<file path="src/rtl/booth_mul_arbiter.sv">
`default_nettype none
// ============================================================================
// Module   : booth_mul_arbiter
// Purpose  : Round-robin sharing of one Booth multiplier among NREQ requesters,
//            with start/done sequencing, a watchdog and a one-cycle response.
// Revision : 1.0 - initial release
// ============================================================================
module booth_mul_arbiter #(
    parameter int n       = 16,
    parameter int w       = 4,
    parameter int NREQ    = 4,
    parameter int TIMEOUT = 4 * n + 8
) (
    input  logic                    clk,
    input  logic                    rst_n,
    input  logic [NREQ-1:0]         req,
    input  logic [NREQ*n-1:0]       a_in,
    input  logic [NREQ*n-1:0]       b_in,
    output logic [NREQ-1:0]         ack,
    output logic [2*n-1:0]          result,
    output logic [$clog2(NREQ)-1:0] res_id,
    output logic                    res_valid,
    output logic                    err,
    output logic                    busy,
    output logic                    mul_start,
    output logic [n-1:0]            mul_a,
    output logic [n-1:0]            mul_b,
    input  logic                    mul_done,
    input  logic [2*n-1:0]          mul_product
);

    localparam int c_ID_W = $clog2(NREQ);
    // A non-positive TIMEOUT falls back to a bound derived from the multiplier's counter width.
    localparam int c_TIMEOUT = (TIMEOUT > 0) ? TIMEOUT : 4 * (1 << w) + 8;
    localparam int c_WD_W    = $clog2(c_TIMEOUT + 1);
    localparam logic [c_WD_W-1:0] c_WD_LAST = c_WD_W'(c_TIMEOUT - 1);
    localparam logic [c_WD_W-1:0] c_WD_SAT  = c_WD_W'(c_TIMEOUT);
    localparam logic [NREQ-1:0]   c_ONE     = NREQ'(1);

    typedef enum logic [1:0] {
        S_IDLE  = 2'd0,
        S_ISSUE = 2'd1,
        S_WAIT  = 2'd2,
        S_RESP  = 2'd3
    } state_t;

    state_t              r_state;
    logic [c_ID_W-1:0]   r_ptr;
    logic [c_WD_W-1:0]   r_wd;

    logic                w_grant_vld;
    logic [c_ID_W-1:0]   w_grant_id;
    logic [c_ID_W-1:0]   w_cand;
    logic [n-1:0]        w_grant_a;
    logic [n-1:0]        w_grant_b;

    // Offsets are scanned from farthest to nearest so the nearest set bit after r_ptr wins.
    always_comb begin
        w_grant_vld = 1'b0;
        w_grant_id  = r_ptr;
        w_cand      = r_ptr;
        for (int k = NREQ; k >= 1; k--) begin
            w_cand = c_ID_W'((int'(r_ptr) + k) % NREQ);
            if (req[w_cand]) begin
                w_grant_vld = 1'b1;
                w_grant_id  = w_cand;
            end
        end
        w_grant_a = a_in[n-1:0];
        w_grant_b = b_in[n-1:0];
        for (int i = 0; i < NREQ; i++) begin
            if (w_grant_id == c_ID_W'(i)) begin
                w_grant_a = a_in[i*n +: n];
                w_grant_b = b_in[i*n +: n];
            end
        end
    end

    always_ff @(posedge clk or negedge rst_n) begin
        if (!rst_n) begin
            r_state   <= S_IDLE;
            r_ptr     <= c_ID_W'(NREQ - 1);
            r_wd      <= '0;
            ack       <= '0;
            result    <= '0;
            res_id    <= '0;
            res_valid <= 1'b0;
            err       <= 1'b0;
            busy      <= 1'b0;
            mul_start <= 1'b0;
            mul_a     <= '0;
            mul_b     <= '0;
        end else begin
            mul_start <= 1'b0;
            ack       <= '0;
            res_valid <= 1'b0;
            case (r_state)
                S_IDLE: begin
                    if (w_grant_vld) begin
                        r_state   <= S_ISSUE;
                        r_ptr     <= w_grant_id;
                        res_id    <= w_grant_id;
                        mul_a     <= w_grant_a;
                        mul_b     <= w_grant_b;
                        mul_start <= 1'b1;
                        busy      <= 1'b1;
                    end
                end
                S_ISSUE: begin
                    r_wd    <= '0;
                    r_state <= S_WAIT;
                end
                S_WAIT: begin
                    if (r_wd < c_WD_SAT) begin
                        r_wd <= r_wd + 1'b1;
                    end
                    // r_wd == 0 marks the first WAIT cycle, where done may be left over from the last operation.
                    if (mul_done && (r_wd != '0)) begin
                        result    <= mul_product;
                        err       <= 1'b0;
                        ack       <= c_ONE << res_id;
                        res_valid <= 1'b1;
                        r_state   <= S_RESP;
                    end else if (r_wd >= c_WD_LAST) begin
                        result    <= '0;
                        err       <= 1'b1;
                        ack       <= c_ONE << res_id;
                        res_valid <= 1'b1;
                        r_state   <= S_RESP;
                    end
                end
                S_RESP: begin
                    busy    <= 1'b0;
                    r_state <= S_IDLE;
                end
                default: begin
                    r_state <= S_IDLE;
                end
            endcase
        end
    end

endmodule
`default_nettype wire
</file>
<file path="config.mk">
export PLATFORM = sky130hd
export DESIGN_NAME = booth_mul_arbiter
export DESIGN_NICKNAME = d
export VERILOG_FILES = /design/src/rtl/booth_mul_arbiter.sv
export SDC_FILE = /design/constraint.sdc
export NUM_CORES = 1
export LEC_CHECK = 0
export ABC_CLOCK_PERIOD_IN_PS = 2900
export CORE_MARGIN = 2
export CORE_UTILIZATION = 30
export CTS_CLUSTER_DIAMETER = 80
export DETAILED_ROUTE_END_ITERATION = 7
export PLACE_DENSITY = 0.77
export RECOVER_POWER = 100
export SYNTH_ARGS = -nofsm -noshare
export SYNTH_HDL_FRONTEND = slang
export SYNTH_SLANG_ARGS = --single-unit
</file>
<file path="constraint.sdc">
create_clock -name clk -period 2.9 [get_ports clk]
set_input_delay 0.87 -clock clk [delete_from_list [all_inputs] [get_ports clk]]
set_output_delay 0.87 -clock clk [all_outputs]
set_load 0.005 [all_outputs]
</file>
==> results.ini <==
[outcome]
outcome=completed

[layout]
area_growth_pct=70.2
antenna_cells=0
drive_gt1_share_pct=5.79
fin_util_pct=51.8
final_cells=819
nets=809
final_cell_area_um2=7100

[timing]
slew_violations=0
skew_ns=0.00615
setup_slack_ns=0.187
relSlewSlack_pct=28.6
hold_violations=0
period_share_pct=93.5
fmax_mhz=369
period_minus_slack_ns=2.71
timing.final.setup_violations=0
rsz0062_at_grt=no
worst_slew_pin_slew_ns=1.07

[critical_path]
critPathLaunch=req[1]
reg2reg_slack_ns=0.39
arrival_ns=2.93
cp-start-kind=input port
slowest_stage=dlygate4sd3_1
r2r_start=r_wd[3]$_DFFE_PN0P_
r2r_end=result[16]$_DFFE_PN0P_
crit_end=mul_a[10]$_DFFE_PN0P_
worst_ep_required_time_ns=3.11
crit_buf_inv=1
crit_family=compound AO/OA/AOI/OAI gates
crit_path_max_fanout=17
crit_cells=6
cp_cell_sequence=dlygate4sd3_1, a21oi_1, o31ai_4, and2_0, a211oi_1, o21ai_0
critical_path_class=in2reg
r2r_cells=6
cpPeakStageDelay_ns=0.58
cp-end-kind=register

[synth]
synth_edf_count=0
avgSynthCellArea_um2=10.5
yosysSeqAreaShare_pct=51.0
muxShareOfSynthArea_pct=0.779
ys_seq_elements=85
synthDistinctLibCells=49
synth_fa_ha_area_share_pct=2.10
yosys.area_share.simple_pct=12.8
synth_warnings=0
synth_top_area_cell=dfrtp_1
synth_top_family_by_area=compound AO/OA/AOI/OAI gates
ys_async_sr_fraction_pct=100
yosysTopAreaCellShare_pct=49.8
syn_inst=398
synth-compound-area-share_pct=27.6
synth-xor-area-share_pct=0.839
netlist_area_um2=4170
synth.area.top_cells=dfrtp_1, a22o_1, o221ai_1, a211oi_1, and2_1
syn-num-nets=572
synthFlopType=dfrtp_1

[global_routing]
antenna_found_initial=0
grt_pass1_wl_mm=21.4
grt_max_degree=44
grt_pass1_vias=4216
grt.total_usage_pct=18.4
grt_overflow=0

[cts]
cts_setup_buffers=0
clk_pin_slew_worst_paths_ns=0.06
worstSkewPairLatency_ns=0.33
clock_path_buffers=2
cts_hold_buf=0
cts.sinks=85
htreeDepth=3
cts_buffers=9
cts_tree=built
cts_root_buf=clkbuf_16

[place]
port_buffers=240
placed_cells=803
dp_worst_setup_slack_ns=-0.307
dpl-instance-area_um2=6820
dpl.hpwl_mm=10.3
routabilityCongestion=0.794

[pwr]
powerDensity_nw_per_um2=907
cellLeakagePower_nw=3.01
p_total_mw=6.45
vdd_ir_drop_max_uv=327

[die]
die_w_um=122
chipHeight_um=122
die-area_um2=14900
rows=43
ios=241
core-area_um2=13700
start_util_pct=30.4

[routing]
post_drt_wl_per_cell_um=17.4
viasPerCell=5.18
drt_first_pass_iters=4
routed_wl_mm=14.2
first_iter_violations=193
vias=4246
route.detailed.drc=0
ant_nets=0

[run]
max_cap_viol_count=0

[min_path]
min_path_type=reg2reg

## power by group
| part | internal (mW) | switching [mW] | total, mW |
|---|---|---|---|
| registers | 1.74 | 0.332 | 2.07 |
| clock network | 0.751 | 0.458 | 1.21 |
| logic | 1.63 | 1.53 | 3.17 |
| total | 4.12 | 2.32 | 6.45 |
## area by class of cell
type	instances	area (µm²)
clock buffer	9	225
clock inverter	6	87.6
fill	1237	6620
inverter	12	45.0
multi-input combinational	272	1870
sequential	85	2130
tap	180	225
timing repair buffer	255	2530
## flip-flops by register name, summed over array words and instances (netlist names), 2 cells and up
| signal | flops |
|---|---|
| ack | 4 |
| mul_a | 16 |
| mul_b | 16 |
| r_ptr | 2 |
| r_state | 2 |
| r_wd | 7 |
| res_id | 2 |
| result | 32 |
## worst min-delay path by stage
stage                                startpoint                     to  slack, ns  cells after the start
final                      mul_a[3]$_DFFE_PN0P_   mul_a[3]$_DFFE_PN0P_       0.48                      2
after global routing      mul_b[12]$_DFFE_PN0P_  mul_b[12]$_DFFE_PN0P_       0.51                      2
after CTS                  mul_a[7]$_DFFE_PN0P_   mul_a[7]$_DFFE_PN0P_       0.49                      2
after detailed placement   mul_a[9]$_DFFE_PN0P_   mul_a[9]$_DFFE_PN0P_       0.47                      2
after global placement     mul_a[9]$_DFFE_PN0P_   mul_a[9]$_DFFE_PN0P_       0.46                      2
after floorplan           mul_a[10]$_DFFE_PN0P_  mul_a[10]$_DFFE_PN0P_       0.47                      2
## cells in the mapped netlist, types with 3 or more instances
| cell type | count |
|---|---|
| o221ai_1 | 32 |
| a31oi_1 | 5 |
| nor2_1 | 11 |
| o21ai_0 | 23 |
| a22o_1 | 32 |
| ha_1 | 7 |
| nor3b_1 | 3 |
| dfrtp_1 | 83 |
| xor2_1 | 4 |
| nand2_1 | 40 |
| a21oi_1 | 4 |
| inv_1 | 10 |
| buf_2 | 7 |
| clkbuf_1 | 16 |
| and2_1 | 32 |
| nand4_1 | 3 |
| o21ai_1 | 12 |
| buf_1 | 3 |
| a211oi_1 | 32 |
## what timing repair did
item,CTS,global route
hold endpoints to repair,0,0
resized for setup,0,1
setup endpoints to repair,0,32
## worst register-to-register path, cell delays in order (launching register included)
cell and delay, ns:
dfrtp_1 0.42, or3_1 0.44, or3b_1 0.43, a22oi_1 0.19, or2_0 0.19, clkbuf_2 0.52, a22o_1 0.26
## layer usage
layer  share of wire (%)  vias up  track usage, %  routed length (µm)
met4                 2.0        0            5.89                 284
met3                 9.2       23            5.62                1310
met5                   0        -               0                   0
met1                  38     2026            21.0                5440
li1                    -     1981               -                   -
met2                  51      216            32.8                7210
## through the flow
step	setup TNS, ns	hold slack [ns]
finish	0	0.478
floorplan	0	0.473
global placement	-5.50	0.464
CTS	0	0.489
global route	0	0.505
detailed placement	-8.72	0.469
## cell families after synthesis
kind of cell               Yosys count
adders and majority gates            7
muxes                                3
DFF                                 85
buffers and inverters               42
xor gates and xnor gates             4
and+or+nand+nor                    103
AOI/OAI and AO/OA                  154
## layout by cell type, fill, tap and decap left out, types with 3 or more instances in the layout
cell	n
a211oi_1	32
a21oi_1	4
a22o_1	32
a31oi_1	5
and2_1	31
buf_12	3
buf_4	5
clkbuf_1	3
clkbuf_16	9
clkbuf_2	5
clkdlybuf4s50_1	164
dfrtp_1	83
dlygate4sd3_1	75
ha_1	7
inv_1	10
nand2_1	40
nand4_1	3
nor2_1	11
nor3b_1	3
o21ai_0	35
o221ai_1	32
xor2_1	4
Note: power is estimated with default switching activity, not from simulation.
